$ cat config.mk
export PLATFORM = sky130hd
export DESIGN_NAME = pl_mem_arbiter
export DESIGN_NICKNAME = d
export VERILOG_FILES = /design/src/rtl/pl_mem_arb_pkg.sv /design/src/rtl/pl_arb_timeout_counter.sv /design/src/rtl/pl_mem_arbiter.sv
export SDC_FILE = /design/constraint.sdc
export NUM_CORES = 1
export LEC_CHECK = 0
export CELL_PAD_IN_SITES_DETAIL_PLACEMENT = 2
export CELL_PAD_IN_SITES_GLOBAL_PLACEMENT = 2
export CORE_MARGIN = 2
export CORE_UTILIZATION = 29
export DETAILED_ROUTE_END_ITERATION = 7
export PLACE_DENSITY_LB_ADDON = 0.3
export SKIP_LAST_GASP = 1
export SLEW_MARGIN = 20
export SYNTH_ARGS = -nofsm -noshare
export SYNTH_HDL_FRONTEND = slang
export SYNTH_SLANG_ARGS = --single-unit
$ cat constraint.sdc
create_clock -name clk -period 5.5 [get_ports clk]
set_input_delay 0.55 -clock clk [delete_from_list [all_inputs] [get_ports clk]]
set_output_delay 0.55 -clock clk [all_outputs]
set_load 0.02 [all_outputs]
$ cat src/rtl/pl_mem_arb_pkg.sv
// Shared encodings for the IF/MEM unified-memory arbiter.
package pl_mem_arb_pkg;

  typedef enum logic [1:0] {
    IDLE   = 2'b00,
    BUSY_I = 2'b01,
    BUSY_D = 2'b10
  } arb_state_t;

  typedef enum logic [1:0] {
    GNT_NONE = 2'b00,
    GNT_I    = 2'b01,
    GNT_D    = 2'b10
  } gnt_t;

endpackage

$ cat src/rtl/pl_arb_timeout_counter.sv
// Busy-cycle counter; tc flags the last cycle before a hung transaction is aborted.
module pl_arb_timeout_counter #(
  parameter int TIMEOUT = 64
) (
  input  logic clk,
  input  logic clrn,
  input  logic clr,
  input  logic en,
  output logic tc
);

  localparam int CW = (TIMEOUT > 1) ? $clog2(TIMEOUT) : 1;

  logic [CW-1:0] cnt;

  assign tc = (cnt == CW'(TIMEOUT - 1));

  always_ff @(posedge clk or negedge clrn) begin
    if (!clrn) begin
      cnt <= '0;
    end else if (clr) begin
      cnt <= '0;
    end else if (en) begin
      cnt <= tc ? '0 : cnt + 1'b1;
    end
  end

endmodule

$ cat src/rtl/pl_mem_arbiter.sv
// Arbitrates the IF and MEM stages onto one single-ported memory with
// data-first priority, fetch anti-starvation, fetch flush and transaction timeout.
//
// state  | meaning
// IDLE   | no transaction; pick a requester (ack-cycle requesters are masked)
// BUSY_I | fetch transaction on the memory port
// BUSY_D | load/store transaction on the memory port
module pl_mem_arbiter
  import pl_mem_arb_pkg::*;
#(
  parameter int AW         = 32,
  parameter int DW         = 32,
  parameter int STREAK_MAX = 4,
  parameter int TIMEOUT    = 64
) (
  input  logic          clk,
  input  logic          clrn,
  input  logic          i_req,
  input  logic [AW-1:0] i_addr,
  output logic          i_ack,
  output logic [DW-1:0] i_rdata,
  input  logic          d_req,
  input  logic          d_we,
  input  logic [AW-1:0] d_addr,
  input  logic [DW-1:0] d_wdata,
  output logic          d_ack,
  output logic [DW-1:0] d_rdata,
  output logic          err,
  output logic          mem_en,
  output logic          mem_we,
  output logic [AW-1:0] mem_addr,
  output logic [DW-1:0] mem_wdata,
  input  logic [DW-1:0] mem_rdata,
  input  logic          mem_ready
);

  localparam int SW = $clog2(STREAK_MAX + 1);

  arb_state_t    state;
  gnt_t          gnt;
  logic [SW-1:0] streak;
  logic          drop;
  logic          busy;
  logic          tc;
  logic          done;
  logic          tmo;
  logic          i_pend;
  logic          d_pend;

  assign busy   = (state != IDLE);
  assign done   = busy && (mem_ready || tc);
  // mem_ready takes precedence over a coincident timeout
  assign tmo    = busy && !mem_ready && tc;
  assign i_pend = i_req && !i_ack;
  assign d_pend = d_req && !d_ack;

  always_comb begin
    gnt = GNT_NONE;
    if (d_pend && i_pend && (streak == SW'(STREAK_MAX))) gnt = GNT_I;
    else if (d_pend)                                     gnt = GNT_D;
    else if (i_pend)                                     gnt = GNT_I;
  end

  pl_arb_timeout_counter #(.TIMEOUT(TIMEOUT)) u_tmo (
    .clk  (clk),
    .clrn (clrn),
    .clr  (!busy || mem_ready),
    .en   (busy && !mem_ready),
    .tc   (tc)
  );

  always_ff @(posedge clk or negedge clrn) begin
    if (!clrn) begin
      state     <= IDLE;
      streak    <= '0;
      drop      <= 1'b0;
      mem_en    <= 1'b0;
      mem_we    <= 1'b0;
      mem_addr  <= '0;
      mem_wdata <= '0;
      i_ack     <= 1'b0;
      d_ack     <= 1'b0;
      err       <= 1'b0;
      i_rdata   <= '0;
      d_rdata   <= '0;
    end else begin
      i_ack <= 1'b0;
      d_ack <= 1'b0;
      err   <= 1'b0;
      case (state)
        IDLE: begin
          drop <= 1'b0;
          if (gnt == GNT_I) begin
            state    <= BUSY_I;
            mem_en   <= 1'b1;
            mem_we   <= 1'b0;
            mem_addr <= i_addr;
            streak   <= '0;
          end else if (gnt == GNT_D) begin
            state     <= BUSY_D;
            mem_en    <= 1'b1;
            mem_we    <= d_we;
            mem_addr  <= d_addr;
            mem_wdata <= d_wdata;
            if (!i_req)                            streak <= '0;
            else if (streak != SW'(STREAK_MAX))    streak <= streak + 1'b1;
          end
        end
        BUSY_I, BUSY_D: begin
          if ((state == BUSY_I) && !i_req) drop <= 1'b1;
          if (done) begin
            state  <= IDLE;
            mem_en <= 1'b0;
            mem_we <= 1'b0;
            if (state == BUSY_D) begin
              d_ack   <= 1'b1;
              d_rdata <= tmo ? '0 : mem_rdata;
              err     <= tmo;
            end else if (!drop && i_req) begin
              i_ack   <= 1'b1;
              i_rdata <= tmo ? '0 : mem_rdata;
              err     <= tmo;
            end
          end
        end
        default: state <= IDLE;
      endcase
    end
  end

endmodule

---- After elaboration in Yosys (flattened, before gate mapping) ----
Index checks and enable logic that the tools add are counted.
Widths: inputs -> output; s select.
storage, ports and cells
  output and inout bits ................... 133
  input port bits ......................... 134
  flip-flop bits (word level) ............. 145
  word-level logic and storage cells ...... 96
cells by class
  mux-type cells .......................... 37
  reductions and logical operators ........ 31
  add/subtract/negate cells ............... 2
  equal/unequal tests ..................... 11
  bitwise operators ....................... 2
operators by type and width
  operator             number
  $mux 32              3
  $mux 1               18
  $mux 6               3
  $mux 3               4
  $reduce_and 3->1     4
  $mux 2               5
  $logic_and 1x1->1    9
  $reduce_bool 2->1    4
  $add 6x1->6 const B  1
  $eq 6x6->1 const B   1
  $logic_not 1->1      6
  $ne 3x3->1 const B   2
  $pmux 1 s2           3
  $reduce_and 2->1     3
  $eq 2x1->1 const B   2
  $eq 2x2->1 const B   2
  $ne 2x2->1 const B   2
  $pmux 2 s2           1
  $reduce_and 4->1     1
  $add 3x1->3 const B  1
  $eq 3x3->1 const B   1
  $ne 3x1->1 const B   1
  $logic_not 2->1      1
  $logic_or 1x1->1     2
  2 further kinds      3

---- Logic depth before layout (Yosys ltp) ----
  depth after elaboration ................. 9
  depth in mapped cells ................... 9
  mapped depth without buffers ............ 6

---- Hierarchy ----
From an unflattened synthesis, not the netlist that was laid out.
unflattened totals
  cells, all modules ...................... 583
  area total of the unflattened synthesis .. 6062.1 um2
modules (own cells, without submodules)
  module                  cells each  seq. area each (um2)  times used  area an instance (um2)
  pl_mem_arbiter          551         3478.3                1           5741.8
  pl_arb_timeout_counter  32          150.1                 1           320.3

---- Worst setup path before layout ----
Ideal clock, no wire load.
  kind .................................... register to register
  start ................................... reg state[0]
  end ..................................... reg i_rdata[0]
  cell stages (with the launch flop) ...... 10
  data arrival time ....................... 2.082 ns
  library setup time ...................... 0.125 ns
  buffers on the path ..................... 3
  data required time ...................... 5.375 ns
  slack ................................... 3.293 ns
  clock period less this slack ............ 2.207 ns
  cell sequence ........................... dfrtp_1 -> inv_1 -> ha_1 -> buf_4 -> and3_1 -> a22oi_2 -> or4_4 -> buf_6 -> buf_6 -> mux2_4
between the ends
  word-level cells in the longest chain between the ends .. 4
  elaborated cells on any way between the ends .. 10
  those cells by class .................... eq/ne: 2; mux: 1; bitwise: 1; reduce/logical: 6
ends and longest elaborated chain
  item                                                                      line                   RTL
  start: declaration                                                        pl_mem_arbiter.sv:39   arb_state_t state;
  start signal: assignment                                                  pl_mem_arbiter.sv:74   state <= IDLE;
  start signal: assignment                                                  pl_mem_arbiter.sv:94   state <= BUSY_I;
  start signal: assignment                                                  pl_mem_arbiter.sv:100  state <= BUSY_D;
  parallel branches: the longest is 4 deep, another holds $reduce_and 4->1  -
  end signal: assignment                                                    pl_mem_arbiter.sv:121  i_rdata <= tmo ? '0 : mem_rdata;
  end: declaration                                                          pl_mem_arbiter.sv:21   output logic [DW-1:0] i_rdata,
Parallel ways; which one is timed is not known.
A chain may end at the register's enable or synchronous reset.

---- Worst setup path after layout ----
  start ................................... reg state[1]
  end ..................................... reg i_rdata[18]
The elaborated chain is that of the path after synthesis.

==> results.md <==
Finish:
- The number of antenna diodes in the final layout is 0.
- The number of cells in the finished layout apart from fillers is 1024.
- From synthesis to final layout, the design area changed by 56.5%.
- The number of nets in the final layout is 876.
- In the final layout, the share of cells above drive strength 1 is 19.1%.

Die:
- The row count is 53.
- The die is 151 µm tall.
- The floorplan step set the die width to 151 µm.
- 267 I/O pins were placed.
- The placeable core region is 21100 µm².
- Once the floorplan was initialized, standard cells occupied 29.7% of the core.
- The floorplan step defined a die boundary enclosing 22800 µm².

Clocking:
- The longest clock path from root to sink contains 2 buffers.
- The buffer type at the clock tree root is sky130_fd_sc_hd__clkbuf_16.
- Buffers added to address setup during post-CTS repair amount to 0.
- The hold buffer count at CTS is 0.
- The tree built by TritonCTS fans out to 145 sinks.
- TritonCTS built the clock tree.
- The number of H-tree levels is 4.
- After clock tree synthesis, the clock-pin slew on the worst setup and hold paths is 0.06 ns.
- Counting the buffers created by CTS gives 17.
- For the worst-skew pair, the clock arrives at the later sink with an insertion delay of 0.41 ns.
- Once the clock tree was built, the resizer swapped 0 gates to a different size.

Synthesis:
- The synthesis-stage register bit count is 145.
- The number of synthesized flops with an enable pin is 0.
- The share of flip-flops with an asynchronous set or reset after synthesis is 100%.
- The commonest cells after synthesis are sky130_fd_sc_hd__dfrtp_1, sky130_fd_sc_hd__mux2_2, sky130_fd_sc_hd__o21ai_0.
- The most common cell in the netlist is sky130_fd_sc_hd__dfrtp_1.
- The fraction of synthesized cell area taken by the top area cell type is 58.0%.
- The combined area of all synthesized cells is 6250 µm².
- The net count of the mapped netlist is 609.
- The synthesized netlist contains 42 unique library cells.
- By area the synthesized netlist is led by sky130_fd_sc_hd__dfrtp_1, sky130_fd_sc_hd__mux2_2, sky130_fd_sc_hd__mux2_4.
- The biggest area consumer among synthesized cells is sky130_fd_sc_hd__dfrtp_1.
- Summing the sequential cell areas from Yosys gives 58.0% of the chip area.
- The dominant synthesized flop cell is sky130_fd_sc_hd__dfrtp_1.
- A synthesized cell averages 13.3 µm².
- The number of warnings reported in the yosys synthesis log is 0.
- The number of instances in the synthesized netlist is 469.

GRT:
- The via count of the first global-routing pass was 5589.
- The total overflow left after global routing is 0.
- Global routing consumed, over all layers together, 18.4% of the routing resources.
- The wire length of the first global-routing pass is 31700 µm.
- Entering global routing, the biggest net connects 88 pins.
- The initial antenna violation count is 0.

Power and ir drop:
- The total power per unit cell area is 588 nW/µm².
- Summed over all cells, the static leakage comes to 0.00424 µW.
- The peak ir drop on the vdd network is 0.000240 V.

Timing:
- At the pin with the least slew margin, the transition time is 0.806 ns.
- The time the final worst path needs with I/O delays and setup is 2.60 ns.
- For the final database, setup skew stands at 0.00569 ns.
- Setup repair after global routing left no endpoint under its margin.
- The total setup violations reported at the end of the flow is 0.
- The worst pin sits at a relative slew slack of 46.3%.
- Derived from the worst setup path, the maximum achievable clock frequency is 0.384 GHz.
- The number of hold-slack violations in the final timing report was 0.
- The final critical path takes up 47.3% of the cycle.
- In the final timing run, aggregate negative setup slack is 0 ns.
- The max-slew violation count is 0.

Placement:
- The wire-length estimate of the detail-placed layout is 14600 µm.
- The number of buffers added on ports is 266.
- Counting tap cells, the placed design contains a total of 992 instances.
- The final estimated routing congestion in global placement is 0.713.

Detailed routing:
- The final routed wirelength across all metal layers is 20500 µm.
- The first-pass iteration count of the detailed router is 4.
- In the routed layout, each cell is associated on average with a via count of 4.62.
- In the final routed layout, each cell accounts on average for 20.0 µm.
- The final route contains 4734 vias.
- For this run, design rule violations remaining after detail routing come to 0.
- The initial detailed-routing violation count is 102.
- In this run the remaining antenna-violating nets after routing total 0.

Critical path:
- The required time reported for the critical path endpoint is 5.80 ns.
- The critical setup path kind is reg2reg.
- The highest net fanout along the worst path is 33.
- The kind of end point of the critical path is a flip-flop.
- STA puts the critical path data arrival time at 2.90 ns.
- The element type at the critical path start is a flip-flop.

Job:
- The reported max-cap violation count is 0.

Outcome:
- The flow ran to the end, and the final reports show no timing, DRC or antenna violations.

Min path:
- The worst hold path class is in2async.
-- path summary, 6_finish.rpt --
check	start	endpoint	slack, ns	cells after the start
setup / recovery	state[1]	i_rdata[18]	2.90	6
hold / removal	clrn	mem_wdata[16]	0.19	1
setup reg to reg	state[1]	i_rdata[18]	2.90	6
hold reg to reg	u_tmo.cnt[0]	u_tmo.cnt[0]	0.47	1
max in group asynchronous	clrn	i_rdata[10]	3.98	2
min in group clk	u_tmo.cnt[0]	u_tmo.cnt[0]	0.47	1
-- flip-flops by register name, summed over array words and instances (netlist names) --
| name | count |
|---|---|
| i_ack | 1 |
| mem_we | 1 |
| err | 1 |
| mem_wdata | 32 |
| u_tmo.cnt | 6 |
| d_ack | 1 |
| drop | 1 |
| i_rdata | 32 |
| streak | 3 |
| state | 2 |
| d_rdata | 32 |
| mem_addr | 32 |
| mem_en | 1 |
-- critical path: stages (launching register included) --
cell and delay [ns]:
sky130_fd_sc_hd__dfrtp_1 0.36, sky130_fd_sc_hd__inv_1 0.08, sky130_fd_sc_hd__ha_1 0.47, sky130_fd_sc_hd__and3_1 0.22, sky130_fd_sc_hd__a22oi_2 0.11, sky130_fd_sc_hd__or4_4 0.82
sky130_fd_sc_hd__mux2_4 0.40
-- metrics by stage --
step                      hold slack [ns]  power (µW)  util [%]  area [µm²]  worst slack (ns)
after floorplan                     0.254        3250         -        6250              3.29
final                               0.192        5760      46.4        9790              2.90
after global placement              0.447        4520      43.7        9210              2.81
after detailed placement            0.475        4650      43.7        9210              2.59
after global routing                0.254        6110      46.4        9790              2.78
after CTS                           0.222        5870      46.4        9790              2.87
-- layer usage --
metal / GRT usage (%) / vias to the layer above / share of wire, %
li1: - / 2152 / -
met1: 21.1 / 2370 / 40
met2: 32.0 / 193 / 49
met3: 7.11 / 19 / 9.5
met4: 5.19 / 0 / 1.2
met5: 0 / - / 0
-- where the power goes --
group | total, µW | switching (µW) | leakage [µW] | internal, µW
sequential | 1860 | 294 | 0.00180 | 1570
combinational | 2750 | 1350 | 0.00217 | 1400
clock | 1150 | 468 | 0.000276 | 680
-- placed cells by master, fill, tap and decap left out, types with 6 or more instances in the layout --
cell	instances
sky130_fd_sc_hd__and2b_1	14
sky130_fd_sc_hd__inv_1	10
sky130_fd_sc_hd__o21ai_0	38
sky130_fd_sc_hd__clkbuf_16	17
sky130_fd_sc_hd__mux2_4	29
sky130_fd_sc_hd__mux2i_1	32
sky130_fd_sc_hd__clkdlybuf4s50_1	265
sky130_fd_sc_hd__nand2_1	37
sky130_fd_sc_hd__nor2_1	6
sky130_fd_sc_hd__nor2b_1	21
sky130_fd_sc_hd__dfrtp_1	145
sky130_fd_sc_hd__ha_1	6
sky130_fd_sc_hd__buf_4	7
sky130_fd_sc_hd__mux2_2	67
-- cell families (layout without fill, tap and decap cells) --
logic type	count (synthesis)	in the layout	share of synthesized area, %
flops	145	145	58.0
simple gates	95	95	8.18
fa+ha+maj	6	6	1.20
mux	128	128	24.1
buf+inv	35	315	2.82
compound gates	57	57	5.20
xor+xnor	3	3	0.420
-- layout make-up --
| class | instances | area [µm²] |
|---|---|---|
| Fill cell | 2085 | 11300 |
| Sequential cell | 145 | 3630 |
| Timing Repair Buffer | 273 | 2720 |
| Multi-Input combinational cell | 289 | 2480 |
| Clock buffer | 19 | 443 |
| Tap cell | 275 | 344 |
| Clock inverter | 13 | 136 |
| Inverter | 10 | 37.5 |
Note: power is estimated with default switching activity, not from simulation.
